[src/rtl/pc_fetch.sv]
// Program-counter fetch stage: issues one instruction-memory request at a time,
// holds the returned word until decode accepts it, then steps or redirects the PC.
module pc_fetch #(
  parameter int unsigned           ADDR_WIDTH  = 32,
  parameter int unsigned           INSTR_WIDTH = 32,
  parameter logic [ADDR_WIDTH-1:0] RESET_PC    = '0
) (
  input  logic                   clk,
  input  logic                   rst_n,
  output logic                   imem_req,
  output logic [ADDR_WIDTH-1:0]  imem_addr,
  input  logic                   imem_rvalid,
  input  logic [INSTR_WIDTH-1:0] imem_rdata,
  output logic [INSTR_WIDTH-1:0] instr,
  output logic [ADDR_WIDTH-1:0]  instr_pc,
  output logic                   instr_valid,
  input  logic                   instr_ready,
  input  logic                   PCsrc,
  input  logic [ADDR_WIDTH-1:0]  ImmOp,
  output logic                   misaligned
);

  typedef enum logic [2:0] {IDLE, FETCH, WAIT, HOLD, ERR} state_e;

  typedef struct packed {
    logic [INSTR_WIDTH-1:0] instr;
    logic [ADDR_WIDTH-1:0]  pc;
  } fetch_rsp_t;

  state_e                state_q;
  logic [ADDR_WIDTH-1:0] pc_q;
  logic [ADDR_WIDTH-1:0] addr_q;
  logic                  req_q;
  logic                  vld_q;
  logic                  mis_q;
  fetch_rsp_t            rsp_q;

  logic                  hs;
  logic [ADDR_WIDTH-1:0] pc_d;
  logic                  tgt_bad;

  // Next PC is always relative to the held instruction's address, wrapping mod 2^ADDR_WIDTH.
  assign hs      = vld_q & instr_ready;
  assign pc_d    = rsp_q.pc + (PCsrc ? ImmOp : ADDR_WIDTH'(4));
  assign tgt_bad = PCsrc & (pc_d[1:0] != 2'b00);

  always_ff @(posedge clk or negedge rst_n) begin
    if (!rst_n) begin
      state_q <= IDLE;
      pc_q    <= RESET_PC;
      addr_q  <= RESET_PC;
      req_q   <= 1'b0;
      vld_q   <= 1'b0;
      mis_q   <= 1'b0;
      rsp_q   <= '0;
    end else begin
      case (state_q)
        IDLE: begin
          state_q <= FETCH;
          req_q   <= 1'b1;
          addr_q  <= pc_q;
        end
        FETCH: begin
          state_q <= WAIT;
          req_q   <= 1'b0;
        end
        // Responses arriving in any other state are stale and dropped.
        WAIT: begin
          if (imem_rvalid) begin
            rsp_q.instr <= imem_rdata;
            rsp_q.pc    <= pc_q;
            vld_q       <= 1'b1;
            state_q     <= HOLD;
          end
        end
        HOLD: begin
          if (hs) begin
            vld_q <= 1'b0;
            if (tgt_bad) begin
              mis_q   <= 1'b1;
              state_q <= ERR;
            end else begin
              pc_q    <= pc_d;
              addr_q  <= pc_d;
              req_q   <= 1'b1;
              state_q <= FETCH;
            end
          end
        end
        ERR: begin
          req_q <= 1'b0;
          vld_q <= 1'b0;
          mis_q <= 1'b1;
        end
        default: begin
          state_q <= ERR;
          req_q   <= 1'b0;
          vld_q   <= 1'b0;
          mis_q   <= 1'b1;
        end
      endcase
    end
  end

  assign imem_req    = req_q;
  assign imem_addr   = addr_q;
  assign instr       = rsp_q.instr;
  assign instr_pc    = rsp_q.pc;
  assign instr_valid = vld_q;
  assign misaligned  = mis_q;

endmodule

[config.mk]
export PLATFORM = sky130hd
export DESIGN_NAME = pc_fetch
export DESIGN_NICKNAME = d
export VERILOG_FILES = /design/src/rtl/pc_fetch.sv
export SDC_FILE = /design/constraint.sdc
export NUM_CORES = 1
export LEC_CHECK = 0
export CORE_ASPECT_RATIO = 0.8
export CORE_UTILIZATION = 30
export CTS_CLUSTER_DIAMETER = 30
export DETAILED_ROUTE_END_ITERATION = 6
export GPL_TIMING_DRIVEN = 0
export PLACE_DENSITY = 0.52
export REMOVE_ABC_BUFFERS = 1
export SKIP_LAST_GASP = 1
export SYNTH_ARGS = -nofsm -noshare
export SYNTH_HDL_FRONTEND = slang
export SYNTH_SLANG_ARGS = --single-unit
[constraint.sdc]
create_clock -name clk -period 4.45 [get_ports clk]
set_input_delay 0.6675 -clock clk [delete_from_list [all_inputs] [get_ports clk]]
set_output_delay 0.6675 -clock clk [all_outputs]
set_load 0.05 [all_outputs]
==> run summary <==
DRT Wirelength = 19,800 um
crit path to = imem_addr[29]$_DFFE_PN0P_
Peak Freq = 249 MHz
P&R area growth vs syn = 38.8%
Floorplan Core Area = 0.0227 mm^2
gr usage total = 16.6%
Critical R2R Launch = instr_pc[0]$_DFFE_PN0P_
Longest Clk Path Bufs = 2
clock sinks = 134
mapped cell area = 0.00704 mm^2
io pins = 168
most common cell after layout, fill and taps aside = clkdlybuf4s50_1
Root Buffer = clkbuf_16
Die Y = 139 um
routed vias/inst = 4.81
Yosys reg bits = 134
worst reg-to-reg path cell count = 10
most frequent cells in the layout = clkdlybuf4s50_1, dfrtp_1, nand2_1, mux2_2, a21oi_1
Avg Cell Area, Syn = 10.1 um^2
Worst-Skew Late Latency = 0.42 ns
final worst setup slack = 0.432 ns
share of cells above drive strength 1 = 15.3%
vias in the first global route = 5,669
Placed Instance Area = 0.00911 mm^2
Port Buffer Count = 167
initial antenna violation count = 0
die width = 173 um
nets = 962
DP Cell Count = 1,143
Arr. time, crit path = 4.33 ns
worst-margin pin slew = 1.00 ns
startpoint types = primary input
type of the most critical hold path = in2async
CP startpoint = PCsrc
FF-to-FF setup slack = 1.11 ns
Peak VDD IR = 0.000226 V
Fill cells = 2,206
Tcrit/Tclk final = 90.3%
hold_buf cts = 0
TritonCTS buffer count = 17
endpoints failing setup = 0
RSZ-0062 raised after global routing = no
routed len/inst = 16.8 um
DRC marker count from the first detailed-route iteration = 265
H-Tree Depth = 4
multi-input logic area = 0.00356 mm^2
overall power = 2.87 mW
yosys warns = 0
leakage power = 4.49 nW
Remaining Overflow, GRT = 0
FP Rows = 49
CTS tree = yes
DRT Pass-1 Iters = 6
register area share after synthesis = 47.6%
global placer's final weighted congestion = 0.805
final cell count without fillers = 1,179
post-place setup slack = -1.22 ns
register area = 0.00335 mm^2
die area = 0.0241 mm^2
Worst-path clk slew = 0.06 ns
Vias = 5,667
antenna-violating nets left = 0
Max Cap Viol = 0
Req. time, crit path = 4.76 ns
first-pass GRT wire length = 31,500 um
pin count of the biggest net entering global routing = 85
crit path time final = 4.02 ns
status = completed
Antenna Cells = 0
Fin Hold WS = 0.195 ns
Worst slew margin = 33.0%
Starting Density = 31.0%
dpl hpwl = 13,600 um
post-synthesis cell type count = 50
fin area = 0.00977 mm^2
element type at the critical path end = flop
Final Hold Fails = 0
WS Path Type = in2reg
clk_skew = 0.00983 ns
crit path max fanout = 36
Syn Inst Count = 694
DRC = 0
FF-to-FF End = imem_addr[29]$_DFFE_PN0P_
Slew Limit Fails = 0
power per cell area = 293 mW/mm^2
-- layer usage --
layer / track usage, % / vias to the layer above / part of all wire [%] / wire [um]
met1: 23.7 / 2716 / 50 / 9830
met2: 23.9 / 144 / 42 / 8380
met4: 3.96 / 0 / 1.1 / 224
met3: 5.84 / 18 / 6.8 / 1350
li1: - / 2789 / - / -
met5: 0 / - / 0 / 0
-- cells by family (layout without fill, tap and decap cells) --
logic type,Yosys count,count (layout),synth area share (%)
muxes,69,69,11.0
and+or+nand+nor,218,219,14.4
xor gates and xnor gates,28,28,3.48
DFF,134,134,47.6
AOI/OAI and AO/OA,173,173,15.3
buffers and inverters,39,217,2.20
adders and majority gates,33,33,5.97
-- critical path, cell delays in order --
cell	delay, ns
clkdlybuf4s15_2	0.51
and2_1	0.34
ha_1	0.21
fa_1	0.56
o21ai_0	0.16
a21oi_2	0.39
or2_4	0.53
nor2_2	0.22
buf_8	0.24
nand2_1	0.07
mux2i_1	0.11
a211o_1	0.29
-- per-stage QoR --
stage               utilization [%]  setup TNS (ns)
global route                   43.0               0
detailed placement             40.1          -47.73
floorplan                         -          -84.62
finish                         43.0               0
global placement               39.4         -908.16
CTS                            42.8               0
-- power by group --
part	internal (mW)	total [mW]	switching, mW
Sequential	1.22	1.22	0
Combinational	0.0852	0.169	0.0835
Clock	0.924	1.48	0.554
Total	2.23	2.87	0.638
-- Yosys cell counts, drive strengths merged --
cell	number	area share, %
nand3	13	0.92
a211oi	6	0.64
or3	3	0.34
mux2	67	11
a21boi	1	0.11
o21a	13	1.4
nor3	6	0.43
clkbuf	30	1.6
a221oi	2	0.43
o211ai	1	0.11
a41o	1	0.14
a21o	13	1.4
a21oi	52	3.7
or4	1	0.16
ha	32	5.7
and2	31	2.8
nand2	101	5.4
nor2b	1	0.089
o21ai	51	3.7
nor4b	1	0.21
inv	5	0.27
o21bai	9	0.96
and3	8	0.73
dfrtp	134	48
o22ai	5	0.44
a31oi	9	0.80
mux2i	2	0.28
xnor2	21	2.6
clkdlybuf4s15	1	0.14
or2	3	0.27
a221o	3	0.43
o221ai	1	0.12
nand4	8	0.71
fa	1	0.28
a211o	1	0.12
nor2	38	2.0
xor2	7	0.87
buf	3	0.20
o31ai	3	0.46
o41a	1	0.16
nand2b	2	0.18
o31a	1	0.12
nor3b	2	0.21
-- sequential cells by signal (all words and copies together) (netlist names) --
name,cells
imem_addr,32
instr,32
instr_pc,32
pc_q,32
state_q,3
imem_req,1
instr_valid,1
misaligned,1
-- layout make-up --
class	count	area share, %
Multi-Input combinational cell	522	36.5
Sequential cell	134	34.3
Timing Repair Buffer	180	18.8
Clock buffer	20	4.78
Tap cell	306	3.92
Clock inverter	12	1.55
Inverter	5	0.192
-- how the worst min path moves through the flow --
stage | start | end | cells after the start
after floorplan | rst_n | imem_addr[0]$_DFFE_PN0P_ | 0
after global placement | misaligned$_DFFE_PN0P_ | misaligned$_DFFE_PN0P_ | 1
after detailed placement | misaligned$_DFFE_PN0P_ | misaligned$_DFFE_PN0P_ | 1
after CTS | rst_n | imem_addr[14]$_DFFE_PN0P_ | 1
after global routing | rst_n | imem_addr[14]$_DFFE_PN0P_ | 1
final | rst_n | imem_addr[14]$_DFFE_PN0P_ | 1
-- repair_timing --
action                     in CTS  in global routing
gates cloned                    0                  1
setup endpoints to repair      47                 14
resized for setup               3                  2
setup buffers                   0                  3
pin swaps                       0                  1
Power figures use the tool's default switching activity.
